[src/rtl/tty_pkg.sv]
// Shared constants and state encoding for the text-mode terminal writer.
// Screen geometry defaults, control codes and the controller state enumeration.
package tty_pkg;

    localparam int         COLS  = 80;
    localparam int         ROWS  = 25;
    localparam logic [7:0] BLANK = 8'h20;

    localparam logic [7:0] CR = 8'h0D;
    localparam logic [7:0] LF = 8'h0A;
    localparam logic [7:0] BS = 8'h08;
    localparam logic [7:0] FF = 8'h0C;

    typedef enum logic [2:0] {
        IDLE,
        PUT_CHR,
        PUT_ATR,
        SCR_RD,
        SCR_WR,
        FILL,
        CLEAR
    } state_t;

endpackage

[src/rtl/tty.sv]
// Terminal character writer: turns a byte stream into char/attr writes to video RAM,
// handling CR/LF/BS/FF, scrolling by copying rows up and blanking the last row.
module tty #(
    parameter int         COLS  = tty_pkg::COLS,
    parameter int         ROWS  = tty_pkg::ROWS,
    parameter logic [7:0] BLANK = tty_pkg::BLANK
) (
    input  logic        clock,
    input  logic        reset,
    input  logic        in_valid,
    input  logic [7:0]  in_char,
    input  logic [7:0]  in_attr,
    output logic        in_ready,
    output logic [11:0] address,
    output logic [7:0]  wdata,
    output logic        we,
    input  logic [7:0]  rdata,
    output logic [10:0] cursor
);

    import tty_pkg::*;

    localparam int          CELLS     = COLS * ROWS;
    localparam logic [10:0] COLS_C    = 11'(COLS);
    localparam logic [10:0] CELLS_C   = 11'(CELLS);
    localparam logic [10:0] LAST_ROW  = 11'(COLS * (ROWS - 1));
    localparam logic [11:0] ROW_BYTES = 12'(2 * COLS);
    localparam logic [11:0] LAST_BYTE = 12'(2 * CELLS - 1);
    localparam logic [11:0] FILL_BASE = 12'(2 * COLS * (ROWS - 1));

    state_t      state, state_n;
    logic [10:0] cursor_n;
    logic [11:0] ptr, ptr_n;
    logic [7:0]  char_q, attr_q;
    logic [10:0] col;
    logic [10:0] inc;
    logic [11:0] lf_sum;

    always_ff @(posedge clock or posedge reset) begin
        if (reset) begin
            state  <= IDLE;
            cursor <= '0;
            ptr    <= '0;
            char_q <= '0;
            attr_q <= '0;
        end else begin
            state  <= state_n;
            cursor <= cursor_n;
            ptr    <= ptr_n;
            if (in_ready && in_valid) begin
                char_q <= in_char;
                attr_q <= in_attr;
            end
        end
    end

    // PUT_CHR doubles as the decode cycle for control codes, so every
    // accepted byte holds in_ready low for at least one cycle.
    always_comb begin
        state_n  = state;
        cursor_n = cursor;
        ptr_n    = ptr;
        address  = '0;
        wdata    = '0;
        we       = 1'b0;
        in_ready = 1'b0;
        col      = cursor % COLS_C;
        inc      = cursor + 11'd1;
        lf_sum   = {1'b0, cursor} + {1'b0, COLS_C};

        unique case (state)
            IDLE: begin
                in_ready = 1'b1;
                if (in_valid) state_n = PUT_CHR;
            end
            PUT_CHR: begin
                if (char_q >= 8'h20) begin
                    address = {cursor, 1'b0};
                    wdata   = char_q;
                    we      = 1'b1;
                    state_n = PUT_ATR;
                end else begin
                    state_n = IDLE;
                    case (char_q)
                        CR: cursor_n = cursor - col;
                        LF: begin
                            if (lf_sum >= {1'b0, CELLS_C}) begin
                                cursor_n = LAST_ROW + col;
                                ptr_n    = ROW_BYTES;
                                state_n  = SCR_RD;
                            end else begin
                                cursor_n = lf_sum[10:0];
                            end
                        end
                        BS: if (cursor != 11'd0) cursor_n = cursor - 11'd1;
                        FF: begin
                            ptr_n   = '0;
                            state_n = CLEAR;
                        end
                        default: ;
                    endcase
                end
            end
            PUT_ATR: begin
                address = {cursor, 1'b1};
                wdata   = attr_q;
                we      = 1'b1;
                if (inc == CELLS_C) begin
                    cursor_n = LAST_ROW;
                    ptr_n    = ROW_BYTES;
                    state_n  = SCR_RD;
                end else begin
                    cursor_n = inc;
                    state_n  = IDLE;
                end
            end
            SCR_RD: begin
                address = ptr;
                state_n = SCR_WR;
            end
            // rdata now carries the byte addressed during SCR_RD.
            SCR_WR: begin
                address = ptr - ROW_BYTES;
                wdata   = rdata;
                we      = 1'b1;
                if (ptr == LAST_BYTE) begin
                    ptr_n   = FILL_BASE;
                    state_n = FILL;
                end else begin
                    ptr_n   = ptr + 12'd1;
                    state_n = SCR_RD;
                end
            end
            FILL: begin
                address = ptr;
                wdata   = ptr[0] ? attr_q : BLANK;
                we      = 1'b1;
                if (ptr == LAST_BYTE) state_n = IDLE;
                else                  ptr_n   = ptr + 12'd1;
            end
            CLEAR: begin
                address = ptr;
                wdata   = ptr[0] ? attr_q : BLANK;
                we      = 1'b1;
                if (ptr == LAST_BYTE) begin
                    cursor_n = '0;
                    state_n  = IDLE;
                end else begin
                    ptr_n = ptr + 12'd1;
                end
            end
            default: state_n = IDLE;
        endcase
    end

endmodule
[config.mk]
export PLATFORM = sky130hd
export DESIGN_NAME = tty
export DESIGN_NICKNAME = d
export VERILOG_FILES = /design/src/rtl/tty_pkg.sv /design/src/rtl/tty.sv
export SDC_FILE = /design/constraint.sdc
export NUM_CORES = 1
export LEC_CHECK = 0
export ABC_AREA = 1
export CAP_MARGIN = 10
export CORE_MARGIN = 4
export CORE_UTILIZATION = 35
export CTS_BUF_LIST = sky130_fd_sc_hd__clkbuf_16
export DETAILED_ROUTE_END_ITERATION = 16
export GPL_TIMING_DRIVEN = 0
export MAX_ROUTING_LAYER = met4
export SYNTH_ARGS = -nofsm -noshare
export SYNTH_HDL_FRONTEND = slang
export SYNTH_SLANG_ARGS = --single-unit
[constraint.sdc]
create_clock -name clock -period 5.1 [get_ports clock]
set_input_delay 0.765 -clock clock [delete_from_list [all_inputs] [get_ports clock]]
set_output_delay 0.765 -clock clock [all_outputs]
set_load 0.005 [all_outputs]
==> flow_summary.yaml, run 1 <==
yosys:
  yosys_warnings: 0
  syn-instance-count: 588
  synth-compound-area-share_pct: 18.1
  synth_area_sq_um: 3950
  ys_top_cells_by_area: "dfrtp_1 27%, nand2_1 12%, inv_1 7.6%"
  yosys.area_share.adder_pct: 5.39
  synthTopCellsByCount: "128 x nand2_1, 80 x inv_1, 64 x nor2_1, 42 x dfrtp_1, 42 x nand3_1"
  ys_async_sr_fraction_pct: 100
  synth.distinct_cells: 47
  synthMostInstantiatedCell: "nand2_1"
  synth_edf_count: 0
  synth_top_family_by_area: "simple AND/OR/NAND/NOR gates"
  yosys-mux-area-fraction_pct: 3.64
  synth-seq-cells: 42
  post-synth-top-area-cell: "dfrtp_1"
  synth_ff_type: "dfrtp_1"
  yosys.area_share.xor_xnor_pct: 3.52
  yosysSeqAreaShare_pct: 26.6
  syn_area_per_cell_sq_um: 6.72
  synth-simple-area-share_pct: 32.7
  synth_top_area_share_pct: 26.6
routing:
  wl_met3_um: 588
  wl_per_cell_um: 15.4
  wl_met2_um: 5830
  ant_nets: 0
  topRoutingLayerUsed: "met4"
  routed_via_density: 5.30
  drc_errors: 0
  routed_wl_um: 12400
  first_iter_violations: 338
  dr_total_vias: 4283
  firstDrtPassIters: 5
  wl_met1_um: 5870
die:
  pin_count: 60
  die_h_um: 114
  core_sq_um: 10900
  rows: 38
  start_util_pct: 36.1
  die_w_um: 114
  dieArea_sq_um: 13000
sta:
  hold_viol: 0
  slew_violations: 0
  fin_setup_tns_ps: 0
  slew_headroom_pct: 31.1
  fin_crit_ps: 4580
  timing.final.crit_share_pct: 89.9
  grt_setup_unrepaired: "no"
  fmax_mhz: 218
  setup_viol: 0
  worst_slew_pin_slew_ps: 1030
  fin_ws_ps: 518
  fin_skew_ps: 7.07
global_routing:
  grt-ovfl-total: 0
  grt_pass1_wl_um: 20400
  grt_pass1_vias: 4173
  grt_max_degree: 30
  grt_usage_pct: 19.8
  grt_antenna_before_repair: 0
layout:
  design_area_sq_um: 4980
  drive_above_1_share_pct: 11.4
  final_nets: 711
  fill_cells: 1140
  antenna_cells: 0
  area_growth_pct: 26.1
placement:
  dpl.hpwl_um: 9670
  place_area_sq_um: 4740
  place_ws_ps: 97.1
  place_congestion: 0.935
  io_buffer_count: 59
outcome:
  status: "complete, no violations"
critical_path:
  worst-setup-path-type: "reg -> reg"
  worst_path_largest_cell_delay_ps: 440
  end_kind: "register"
  cpMaxStageDelayCell: "dfrtp_2"
  critPathRequiredTime_ps: 5290
  rrSetupSlack_ps: 520
  crit_fanout: 6
  arrival_ps: 4780
  crit_path_start_kind: "register"
  crit_top_cell: "nand2_2"
job:
  cap_violations: 0
clocking:
  clk_latency_ps: 290
  cts-hold-fix-buffers: 0
  clk_path_buf_depth: 2
  cts.sinks: 42
  path_clk_slew_ps: 70
  ctsHtreeMaxLevel: 2
  cts_tree: "built"
  numCtsBuffers: 5
  cts-root-buf: "clkbuf_16"
worst_hold_path:
  hold_path_class: "reg -> reg"
## timing repair
| item | CTS | global route |
|---|---|---|
| buffers inserted | 0 | 10 |
| resized for setup | 0 | 7 |
| setup endpoints to repair | 0 | 4 |
## cells by family after synthesis
logic type               count (synthesis)
adder cells (fa/ha/maj)                 17
XOR/XNOR                                15
other                                    1
buffers and inverters                   99
AND/OR/NAND/NOR                        284
AO/OA/AOI/OAI                          117
multiplexers                            13
flip-flops                              42
## metrics by stage
stage,cells,hold WS [ps],utilization [%]
finish,808,510,45.5
global route,808,534,45.5
CTS,798,512,44.7
detailed placement,790,497,43.4
global placement,789,489,43.2
floorplan,590,480,-
## final timing paths
check                                      startpoint               endpoint  cells past startpoint
worst min register to register  attr_q[3]$_DFFE_PP0P_  attr_q[3]$_DFFE_PP0P_                      1
min in group asynchronous                       reset     ptr[1]$_DFFE_PP0P_                      2
max in group asynchronous                       reset  cursor[5]$_DFFE_PP0P_                      3
worst max-delay path            cursor[5]$_DFFE_PP0P_  cursor[9]$_DFFE_PP0P_                     36
worst min-delay path            attr_q[3]$_DFFE_PP0P_  attr_q[3]$_DFFE_PP0P_                      1
worst max register to register  cursor[5]$_DFFE_PP0P_  cursor[9]$_DFFE_PP0P_                     36
## metal layers
| layer | global-route usage, % | vias to the layer above |
|---|---|---|
| met2 | 31.7 | 147 |
| met3 | 3.07 | 15 |
| li1 | - | 2122 |
| met4 | 5.15 | 0 |
| met1 | 26.2 | 1999 |
| met5 | - | - |
## critical path, delay by kind of cell (launching register included)
family	cells	cell delay, ps
and+or+nand+nor	26	2240
AOI/OAI and AO/OA	7	1030
adders and majority gates	2	600
DFF	1	440
buffers and inverters	1	180
## area by class of cell
type / count / area (sq um) / area share [%]
plain buffers: 11 / 61.3 / 1.23
clock buffers: 5 / 125 / 2.51
clock inverters: 3 / 20.0 / 0.402
inverters: 88 / 339 / 6.81
multi-input cells: 449 / 2520 / 50.6
flip-flops and latches: 42 / 1050 / 21.2
well taps: 140 / 175 / 3.52
repair buffers: 70 / 686 / 13.8
## registers in the layout, indices dropped and copies added, names as in the netlist
register and count:
ptr 12, cursor 11, attr_q 8, char_q 8, state 3
## cells in the final DEF (no fill, tap or decap), types with 5 or more instances in the layout
cell type,n
xor2_1,13
clkbuf_16,5
dfrtp_1,40
buf_4,11
clkbuf_1,6
inv_1,77
clkdlybuf4s50_1,59
a22oi_1,12
nand4_1,8
o21ai_0,40
inv_2,5
or2_2,6
o22ai_1,7
nor3_1,13
o221ai_1,5
o211ai_1,7
ha_1,16
mux2_2,11
nand2_1,128
nor2_1,64
nand3_1,42
nand2_2,9
a21oi_1,25
Power of run 1 is left out: the tool's default activity adds up to more than one toggle a clock period on the data nets, which glitch-free logic cannot reach.
==> run 2, diff against run 1 <==
==> constraint.sdc (replaced) <==
create_clock -name clock -period 5.1 [get_ports clock]
set_input_delay 1.02 -clock clock [delete_from_list [all_inputs] [get_ports clock]]
set_output_delay 1.02 -clock clock [all_outputs]
set_load 0.005 [all_outputs]
==> results of run 2 <==
Same layout as run 1 (identical final DEF). Status: complete, no violations.
Power of run 2 is left out for the same reason.
==> run 3, diff against run 2 <==
--- a/config.mk
+++ b/config.mk
@@ -13,6 +13,8 @@
 export DETAILED_ROUTE_END_ITERATION = 16
 export GPL_TIMING_DRIVEN = 0
 export MAX_ROUTING_LAYER = met4
+export SETUP_SLACK_MARGIN = 0.15
+export SKIP_CTS_REPAIR_TIMING = 1
 export SYNTH_ARGS = -nofsm -noshare
 export SYNTH_HDL_FRONTEND = slang
 export SYNTH_SLANG_ARGS = --single-unit
==> run 3 against run 2 <==
Net effect:
- routed wire length fell by 0.26%
- setup slack improved by 110 ps
- global-route usage did not move
- clock-buffer cell count did not move
- clock skew fell by 2.0 ps
- critical path depth did not move
- die area did not move
==> flow_summary.yaml, run 3 (synthesis results as in run 1) <==
critical_path:
  crit_path_start_kind: "register"
  cpMaxStageDelayCell: "dfrtp_2"
  rrSetupSlack_ps: 630
  worst_path_largest_cell_delay_ps: 460
  r2r_cells: 36
  end_kind: "register"
  crit_fanout: 6
  critPathRequiredTime_ps: 5290
  worst-setup-path-type: "reg -> reg"
  arrival_ps: 4670
  crit_top_cell: "nand2_2"
clocking:
  clk_latency_ps: 290
  clk_path_buf_depth: 2
  cts-root-buf: "clkbuf_16"
  cts_tree: "built"
  numCtsBuffers: 5
  path_clk_slew_ps: 70
  ctsHtreeMaxLevel: 2
  cts.sinks: 42
layout:
  largestRegisters: "ptr x12, cursor x11"
  top_register: "ptr"
  largest_reg_flops: 12
  final-seq-area_sq_um: 1050
  multi_input_area_sq_um: 2540
  design_area_sq_um: 5020
  drive_above_1_share_pct: 11.9
  area_growth_pct: 27.1
  final_nets: 713
  layout_commonest_cell: "nand2_1"
  layout_common_cells: "128 x nand2_1, 77 x inv_1, 64 x nor2_1"
  fill_cells: 1140
  antenna_cells: 0
die:
  die_w_um: 114
  pin_count: 60
  dieArea_sq_um: 13000
  core_sq_um: 10900
  rows: 38
  die_h_um: 114
  start_util_pct: 36.1
routing:
  routed_via_density: 5.31
  ant_nets: 0
  firstDrtPassIters: 5
  wl_met2_um: 5800
  wl_per_cell_um: 15.3
  first_iter_violations: 267
  routed_wl_um: 12400
  dr_total_vias: 4301
  drc_errors: 0
  wl_met3_um: 633
  wl_met1_um: 5810
  topRoutingLayerUsed: "met4"
sta:
  fin_skew_ps: 5.06
  slew_headroom_pct: 31.3
  fmax_mhz: 223
  setup_viol: 0
  worst_slew_pin_slew_ps: 1020
  fin_crit_ps: 4470
  grt_setup_unrepaired: "no"
  fin_ws_ps: 625
  fin_setup_tns_ps: 0
  hold_ws_ps: 510
  slew_violations: 0
  hold_viol: 0
  timing.final.crit_share_pct: 87.7
global_routing:
  grt-ovfl-total: 0
  grt_usage_pct: 19.8
  grt_pass1_wl_um: 20400
  grt_antenna_before_repair: 0
  grt_pass1_vias: 4173
  grt_max_degree: 30
placement:
  dpl.hpwl_um: 9670
  io_buffer_count: 59
  place_ws_ps: 97.1
  place_congestion: 0.935
  place_area_sq_um: 4740
job:
  cap_violations: 0
outcome:
  status: "complete, no violations"
worst_hold_path:
  hold_path_class: "reg -> reg"
  holdPathStages: 1
==> run 3: cell count changes in the layout (fill, tap and decap cells not counted) <==
cell     previous run  this run
o21ai_1             3         2
nand3_2             3         2
nand3_4             0         1
ha_1               16        15
o21ai_2             0         1
ha_4                0         1
buf_4              11        13
==> run 3: metrics by stage <==
stage / utilization (%) / instances
floorplan: - / 590
global placement: 43.2 / 789
detailed placement: 43.4 / 790
CTS: 44.7 / 798
global route: 45.9 / 810
finish: 45.9 / 810
==> run 3: area by class of cell <==
| type | instances | share of cell area (%) |
|---|---|---|
| clock buffers | 5 | 2.49 |
| repair buffers | 72 | 14.0 |
| multi-input cells | 449 | 50.7 |
| inverters | 88 | 6.75 |
| clock inverters | 3 | 0.399 |
| plain buffers | 11 | 1.22 |
| flip-flops and latches | 42 | 21.0 |
| well taps | 140 | 3.49 |
==> run 3: path summary, 6_finish.rpt <==
check,start,to
worst max-delay path,cursor[4]$_DFFE_PP0P_,cursor[9]$_DFFE_PP0P_
worst min-delay path,attr_q[3]$_DFFE_PP0P_,attr_q[3]$_DFFE_PP0P_
worst max register to register,cursor[4]$_DFFE_PP0P_,cursor[9]$_DFFE_PP0P_
worst min register to register,attr_q[3]$_DFFE_PP0P_,attr_q[3]$_DFFE_PP0P_
max in group asynchronous,reset,cursor[5]$_DFFE_PP0P_
min in group asynchronous,reset,char_q[7]$_DFFE_PP0P_
==> run 3: layer usage <==
layer,vias to the layer above,GRT usage [%]
met5,-,-
li1,2127,-
met4,0,5.15
met1,2006,26.2
met2,151,31.7
met3,17,3.07
==> run 3: critical path, delay by kind of cell, from the launching register on <==
| kind | cells | cell delay, ps |
|---|---|---|
| AOI/OAI and AO/OA | 7 | 1000 |
| adders and majority gates | 2 | 510 |
| DFF | 1 | 460 |
| and+or+nand+nor | 26 | 2240 |
| buffers and inverters | 1 | 160 |
Power of run 3 is left out for the same reason.
